## config.mk

```make
export PLATFORM = sky130hd
export DESIGN_NAME = sccb_config
export DESIGN_NICKNAME = d
export VERILOG_FILES = /design/src/rtl/sccb_config.sv
export SDC_FILE = /design/constraint.sdc
export NUM_CORES = 1
export LEC_CHECK = 0
export BUFFER_PORTS_ARGS = -buffer_cell sky130_fd_sc_hd__buf_2
export CORE_MARGIN = 8
export CORE_UTILIZATION = 40
export DETAILED_ROUTE_END_ITERATION = 12
export GPL_TIMING_DRIVEN = 1
export PLACE_DENSITY_LB_ADDON = 0.05
export SKIP_LAST_GASP = 1
export SLEW_MARGIN = 20
export SYNTH_ARGS = -nofsm -noshare
export SYNTH_HDL_FRONTEND = slang
export SYNTH_SLANG_ARGS = --single-unit
export TNS_END_PERCENT = 5
```

## constraint.sdc

```tcl
create_clock -name CLOCK_24 -period 2.5 [get_ports CLOCK_24]
set_input_delay 0.25 -clock CLOCK_24 [delete_from_list [all_inputs] [get_ports CLOCK_24]]
set_output_delay 0.25 -clock CLOCK_24 [all_outputs]
set_load 0.01 [all_outputs]
```

## src/rtl/sccb_config.sv

```systemverilog
// SCCB write-only master that streams the OV7670 register table after start.
// Optional NACK detection on the 9th bit is enabled by defining SCCB_ACK_CHECK_EN.
module sccb_config #(
  parameter int unsigned CLK_DIV      = 60,
  parameter int unsigned DELAY_CYCLES = 24000,
  parameter int unsigned GAP_Q        = 8,
  parameter logic [7:0]  DEV_ID       = 8'h42
) (
  input  logic       CLOCK_24,
  input  logic       rst,
  input  logic       start,
  output logic       sio_c,
  output logic       sio_d_out,
  output logic       sio_d_oe,
  input  logic       sio_d_in,
  output logic       busy,
  output logic       done,
  output logic [3:0] index,
  output logic       err
);

  localparam int unsigned QW = (CLK_DIV > 1) ? $clog2(CLK_DIV) : 1;
  localparam int unsigned DW = (DELAY_CYCLES > 1) ? $clog2(DELAY_CYCLES) : 1;

  typedef enum logic [2:0] {
    S_IDLE, S_LOAD, S_DELAY, S_START, S_BYTE, S_STOP, S_GAP, S_DONE
  } state_t;

  state_t          state;
  logic [QW-1:0]   qcnt;
  logic [3:0]      q;
  logic [DW-1:0]   dcnt;
  logic [3:0]      bitn;
  logic [1:0]      byten;
  logic [7:0]      sh;
  logic [7:0]      addr_r;
  logic [7:0]      data_r;
  logic            first;
  logic            nack;
  logic            ack_in;
  logic            qwrap;
  logic [2:0]      ld_idx;
  logic [15:0]     entry;
  logic [7:0]      next_byte;

`ifdef SCCB_ACK_CHECK_EN
  assign ack_in = sio_d_in;
`else
  logic unused_sio_d_in;
  assign unused_sio_d_in = sio_d_in;
  assign ack_in          = 1'b0;
`endif

  function automatic logic [15:0] table_entry(input logic [2:0] i);
    case (i)
      3'd0: return 16'h1280;
      3'd1: return 16'hFF00;
      3'd2: return 16'h1200;
      3'd3: return 16'h1101;
      3'd4: return 16'h40C0;
      3'd5: return 16'h3A04;
      3'd6: return 16'h8C00;
      3'd7: return 16'h0C00;
    endcase
  endfunction

  // The first LOAD after start fetches entry 0; later LOADs advance and saturate at 7.
  always_comb begin
    ld_idx = 3'd0;
    if (!first) ld_idx = (index[2:0] == 3'd7) ? 3'd7 : index[2:0] + 3'd1;
    entry     = table_entry(ld_idx);
    next_byte = (byten == 2'd0) ? addr_r : data_r;
    qwrap     = (qcnt == QW'(CLK_DIV - 1));
  end

  always_ff @(posedge CLOCK_24) begin
    if (rst) begin
      state     <= S_IDLE;
      qcnt      <= '0;
      q         <= '0;
      dcnt      <= '0;
      bitn      <= '0;
      byten     <= '0;
      sh        <= '0;
      addr_r    <= '0;
      data_r    <= '0;
      first     <= 1'b0;
      nack      <= 1'b0;
      sio_c     <= 1'b1;
      sio_d_out <= 1'b1;
      sio_d_oe  <= 1'b1;
      busy      <= 1'b0;
      done      <= 1'b0;
      index     <= '0;
      err       <= 1'b0;
    end else begin
      if (state inside {S_START, S_BYTE, S_STOP, S_GAP})
        qcnt <= qwrap ? '0 : qcnt + QW'(1);
      case (state)
        S_IDLE, S_DONE: begin
          if (start) begin
            state <= S_LOAD;
            busy  <= 1'b1;
            done  <= 1'b0;
            err   <= 1'b0;
            index <= '0;
            first <= 1'b1;
          end
        end
        S_LOAD: begin
          first  <= 1'b0;
          index  <= {1'b0, ld_idx};
          addr_r <= entry[15:8];
          data_r <= entry[7:0];
          qcnt   <= '0;
          q      <= '0;
          dcnt   <= '0;
          nack   <= 1'b0;
          state  <= (entry[15:8] == 8'hFF) ? S_DELAY : S_START;
        end
        S_DELAY: begin
          if (dcnt == DW'(DELAY_CYCLES - 1)) begin
            if (index[2:0] == 3'd7) begin
              state <= S_DONE;
              busy  <= 1'b0;
              done  <= 1'b1;
            end else begin
              state <= S_LOAD;
            end
          end else begin
            dcnt <= dcnt + DW'(1);
          end
        end
        S_START: begin
          if (qwrap) begin
            if (q == 4'd0) begin
              q         <= 4'd1;
              sio_d_out <= 1'b0;
            end else begin
              state     <= S_BYTE;
              q         <= '0;
              bitn      <= '0;
              byten     <= '0;
              sio_c     <= 1'b0;
              sio_d_out <= DEV_ID[7];
              sh        <= {DEV_ID[6:0], 1'b0};
            end
          end
        end
        S_BYTE: begin
          if (qwrap) begin
            case (q)
              4'd0: q <= 4'd1;
              4'd1: begin
                q     <= 4'd2;
                sio_c <= 1'b1;
                if (bitn == 4'd8) nack <= ack_in;
              end
              4'd2: q <= 4'd3;
              default: begin
                q     <= 4'd0;
                sio_c <= 1'b0;
                if (bitn == 4'd7) begin
                  bitn     <= 4'd8;
                  sio_d_oe <= 1'b0;
                end else if (bitn == 4'd8) begin
                  sio_d_oe <= 1'b1;
                  if (nack || byten == 2'd2) begin
                    state     <= S_STOP;
                    sio_d_out <= 1'b0;
                  end else begin
                    byten     <= byten + 2'd1;
                    bitn      <= '0;
                    sio_d_out <= next_byte[7];
                    sh        <= {next_byte[6:0], 1'b0};
                  end
                end else begin
                  bitn      <= bitn + 4'd1;
                  sio_d_out <= sh[7];
                  sh        <= {sh[6:0], 1'b0};
                end
              end
            endcase
          end
        end
        S_STOP: begin
          if (qwrap) begin
            if (q == 4'd0) begin
              q     <= 4'd1;
              sio_c <= 1'b1;
            end else if (q == 4'd1) begin
              q         <= 4'd2;
              sio_d_out <= 1'b1;
            end else begin
              q <= '0;
              if (nack) begin
                state <= S_DONE;
                busy  <= 1'b0;
                done  <= 1'b1;
                err   <= 1'b1;
              end else begin
                state <= S_GAP;
              end
            end
          end
        end
        S_GAP: begin
          if (qwrap) begin
            if (q == 4'(GAP_Q - 1)) begin
              q <= '0;
              if (index[2:0] == 3'd7) begin
                state <= S_DONE;
                busy  <= 1'b0;
                done  <= 1'b1;
              end else begin
                state <= S_LOAD;
              end
            end else begin
              q <= q + 4'd1;
            end
          end
        end
        default: state <= S_IDLE;
      endcase
    end
  end

endmodule

```

* Word level (Yosys, flattened, before mapping)
Memory sizes are Yosys's and may differ from the RTL's. Cells that the tools add are included.
Cells by class: add/subtract/negate cells 6, eq/ne operators 40, mux-type cells 105, bitwise logic cells 1, reductions and logical operators 31
Operators by type and width (number):
- 8-bit two-way mux | 8
- 4-bit two-way mux | 13
- 3-bit two-way mux | 17
- 1-bit two-way mux | 40
- 2-bit inequality test (second input constant) | 15
- 15-bit case mux with 2 select lines | 1
- 3-bit case mux with 7 select lines | 1
- 4-bit case mux with 5 select lines | 1
- 2-bit two-way mux | 9
- 4-bit case mux with 2 select lines | 2
- 8-bit case mux with 2 select lines | 1
- 8-bit AND reduction | 2
- 15-bit by 1-bit adder with 15-bit output (second input constant) | 1
- 15-bit equality test (second input constant) | 1
- 3-bit equality test (second input constant) | 5
- 15-bit two-way mux | 1
- 14-bit AND reduction | 1
- 7-bit AND reduction | 2
- 2-bit by 1-bit inequality test with 1-bit output (second input constant) | 6
- 6-bit AND reduction | 2
- 2-bit nonzero test | 6
- 9-bit AND reduction | 1
- 4-bit by 1-bit adder with 4-bit output (second input constant) | 2
- 4-bit by 3-bit equality test with 1-bit output (second input constant) | 2
- 32 further kinds | 43
Storage, ports and cells: register bits after elaboration 70, ROM bits 96, bits of input ports 4, memories kept 1
Memory list:
- (no name shown) | depth 8, bits a word 12, read ports 1, clocked after Yosys merged registers in 0, write ports 0, RTL line 55 | case (i)

* Depth between registers and ports, before layout
depth after elaboration 8, mapped depth 9, gate-level depth less buffers 8

* Least setup slack after synthesis
Ideal clock, no wire load.
path type reg2reg, from register q[0], to register sh[2], library setup time 0.131 ns, data arrival time 2.025 ns, data required time 2.369 ns, path slack 0.344 ns, cell stages (with the launch flop) 9, clock period less this slack 2.156 ns, cells stage by stage dfxtp_1 inv_1 ha_1 or3b_2 nand4_1 a221oi_4 nand2_2 a2111oi_0 nor3_1
Between the ends: longest elaborated chain between the ends 4
Ends and longest elaborated chain:
- from (decl) | RTL line 31 | logic [3:0] q;
- from (signal assigned) | RTL line 219 | q <= q + 4'd1;
- 4-bit by 1-bit equality test with 1-bit output (tied with other cells) | RTL line 152 | case (q)
- 3-bit OR reduction (no source line)
- 2-bit inequality test (no source line)
- 7-bit AND reduction (no source line) (*)
- to (signal assigned) | RTL line 146 | sh <= {DEV_ID[6:0], 1'b0};
- to (signal assigned) | RTL line 175 | sh <= {next_byte[6:0], 1'b0};
- to (signal assigned) | RTL line 180 | sh <= {sh[6:0], 1'b0};
- to (decl) | RTL line 35 | logic [7:0] sh;
Mark *: on every way between the ends. The rest lies on a longest branch, timed or not. A chain may end at the register's enable or synchronous reset.

* Final worst setup path
Ends and elaborated chain as after synthesis.

==> results_dict.tcl <==
set metrics [dict create \
    max_stage_delay_ps 420 \
    regToRegEndpoint "sh[2]" \
    ys_seq_area_frac 0.3661 \
    cp_cell_sequence "inv_1 -> ha_1 -> or3b_2 -> nand4_1 -> a221oi_4 -> nand2_2 -> a2111oi_0 -> nor3_1" \
    yosysWarningCount 0 \
    met1_usage 0.1979 \
    p_total_mw 3.020 \
    dp_hpwl_mm 5.742 \
    syn_inst 435 \
    synthArstFlopShare 0 \
    die-area_um2 11840 \
    met3_usage 0.03546 \
    cp.required_ps 2690 \
    holdPathEnd "sh[5]" \
    synthTopCellsByArea "dfxtp_1 37%, nor2_1 6.5%, a21oi_1 5.7%" \
    syn_area_um2 3445 \
    fin_crit_sh 0.9082 \
    die_h_um 108.8 \
    htreeDepth 3 \
    clockBufferDepth 2 \
    wl_per_cell_um 14.51 \
    crit_type "register to register" \
    reg2reg_slack_ps 230 \
    synth_common_cells "63 x dfxtp_1, 60 x nor2_1, 47 x nand2_1" \
    ant_nets 0 \
    grt_use_met2 0.2254 \
    grt_start_max_net_pins 46 \
    grt_pass1_vias 2898 \
    layout_setup_ws_ps 229.5 \
    cts_resized 0 \
    status "completed" \
    ys_ff_latch 63 \
    finalClockSkew_ps 13.47 \
    drive_gt1_frac 0.1385 \
    slew_headroom 0.3922 \
    r2r_start "q[0]" \
    yosys.area.top_type "dfxtp_1" \
    multiInputGateArea_um2 2031 \
    powerDensity_nw_per_um2 778.6 \
    maxCapViolCount 0 \
    n_antenna_cell 0 \
    pre_cts_slack_ps 245.5 \
    via_per_inst 5.435 \
    antenna_found_initial 0 \
    fin_nets 465 \
    final_hold_viol_count 0 \
    overflow 0 \
    vdd_drop_max_v 0.0003900 \
    fillers 875 \
    start_util 0.4028 \
    synthFlopType "dfxtp_1" \
    cts.sinks 63 \
    post_cts_buffers 0 \
    worst_pin_slew_ps 911.8 \
    clk_latency_ps 340 \
    regArea_um2 1261 \
    hold_path_class "register to register" \
    cts_tree "built" \
    grt.total_usage 0.1475 \
    synth_fp_nets 450 \
    synth_edf_count 0 \
    core_um2 8551 \
    clkTransAtPathRegs_ps 70 \
    whs_path_depth 2 \
    ioPinCount 14 \
    synth_cell_types 64 \
    maxSlewViolCount 0 \
    crit_path_start_kind "register" \
    fmax_ghz 0.4404 \
    port_buffers 11 \
    stdcell_count 563 \
    area_growth_pct 12.60 \
    critPathArrivalTime_ps 2460 \
    cts-root-buf "clkbuf_8" \
    die_w_um 108.8 \
    synth_most_common_cell "dfxtp_1" \
    placed_cells 547 \
    row_count 34 \
    grt_pass1_wl_mm 14.07 \
    drc_errors 0 \
    min-delay-start "sh[5]" \
    setup_tns_ps 0 \
    avgSynthCellArea_um2 7.919 \
    rsz0062_at_grt "yes" \
    drtIter0Drc 156 \
    holdBufCountCts 0 \
    setup_viol 0 \
    cp_max_fo 7 \
    drt-pass1-iter-count 4 \
    yosys.area.top_type_share 0.3661 \
    num_vias 3060 \
    drt-total-wl_mm 8.170 \
    cts_inserted_buffers 9 \
    cp_slowest_cell "dfxtp_1" \
    top_usage_layer "met2" \
    gp_congestion 0.7711 \
    worstSetupEndpointType "register" \
    layout_min_cycle_time_ps 2271 \
    r2r_cells 8 \
    leakagePower_nw 1.369 \
]
==> kinds of logic (layout without fill, tap and decap cells) <==
group           Yosys count  count (layout)  share of synthesized area
xor+xnor                 20              20                    0.05303
buf+inv                  36              56                    0.04468
flops                    63              63                     0.3661
mux                       5               5                    0.01489
fa+ha+maj                11              11                    0.03996
simple gates            189             189                     0.2634
other cells               1               1                   0.001089
compound gates          110             110                     0.2169
==> registers in the layout, indices dropped and copies added (netlist names) <==
| register | cells |
|---|---|
| first | 1 |
| dcnt | 15 |
| sio_d_out | 1 |
| state | 3 |
| qcnt | 6 |
| sio_d_oe | 1 |
| busy | 1 |
| addr_r | 8 |
| q | 4 |
| sh | 7 |
| bitn | 4 |
| err | 1 |
| done | 1 |
| index | 3 |
| data_r | 4 |
| byten | 2 |
| sio_c | 1 |
==> where the power goes <==
part	internal, mW	switching, mW	total (mW)	leakage [nW]
combinational	0.328	0.545	0.873	0.750
sequential	1.10	0.108	1.21	0.510
clock	0.540	0.398	0.938	0.109
total	1.97	1.05	3.02	1.37
==> layout make-up <==
| type | instances | area share |
|---|---|---|
| tap | 108 | 0.03484 |
| multi-input combinational | 336 | 0.5235 |
| inverter | 8 | 0.007742 |
| sequential | 63 | 0.3252 |
| clock buffer | 13 | 0.04355 |
| timing repair buffer | 32 | 0.05484 |
| clock inverter | 3 | 0.01032 |
==> routing by layer <==
| layer | routed length, um | vias to the layer above |
|---|---|---|
| met1 | 4245 | 1433 |
| met4 | 93 | 0 |
| met3 | 270 | 9 |
| met2 | 3561 | 36 |
| met5 | 0 | - |
| li1 | - | 1582 |
==> cells in the final DEF (no fill, tap or decap), drive strengths merged, types with 7 or more instances in the layout <==
cell,netlist,layout
o21ai,20,20
nand3,17,17
a21oi,39,39
nor2,62,62
nor3,19,19
inv,8,8
xor2,10,10
xnor2,10,10
nand2,48,48
a211oi,11,11
nand4,7,7
ha,11,11
dfxtp,63,63
buf,10,32
clkbuf,18,13
==> worst max-delay path by stage <==
stage               start    end  slack, ps  depth (start not counted)
floorplan            q[0]  sh[2]        340                          8
global placement     q[0]  sh[2]        240                          8
detailed placement   q[0]  sh[2]        250                          8
CTS                  q[0]  sh[2]        220                          8
global route         q[0]  sh[7]          2                          8
finish               q[0]  sh[2]        230                          8
==> stage by stage <==
stage,hold WS [ps],utilization,instance area [um^2]
CTS,456.1,0.4535,3877
finish,453.4,0.4536,3879
detailed placement,444.3,0.4290,3669
floorplan,429.4,-,3445
global placement,440.0,0.4290,3669
global route,477.4,0.4536,3879
==> critical path, delay by kind of cell (launching register included) <==
family / cells / cell delay [ps]
AO/OA/AOI/OAI: 2 / 720
flip-flops: 1 / 420
AND/OR/NAND/NOR: 4 / 610
buffers and inverters: 1 / 90
adder cells (fa/ha/maj): 1 / 270
(Power assumes the default switching activity.)
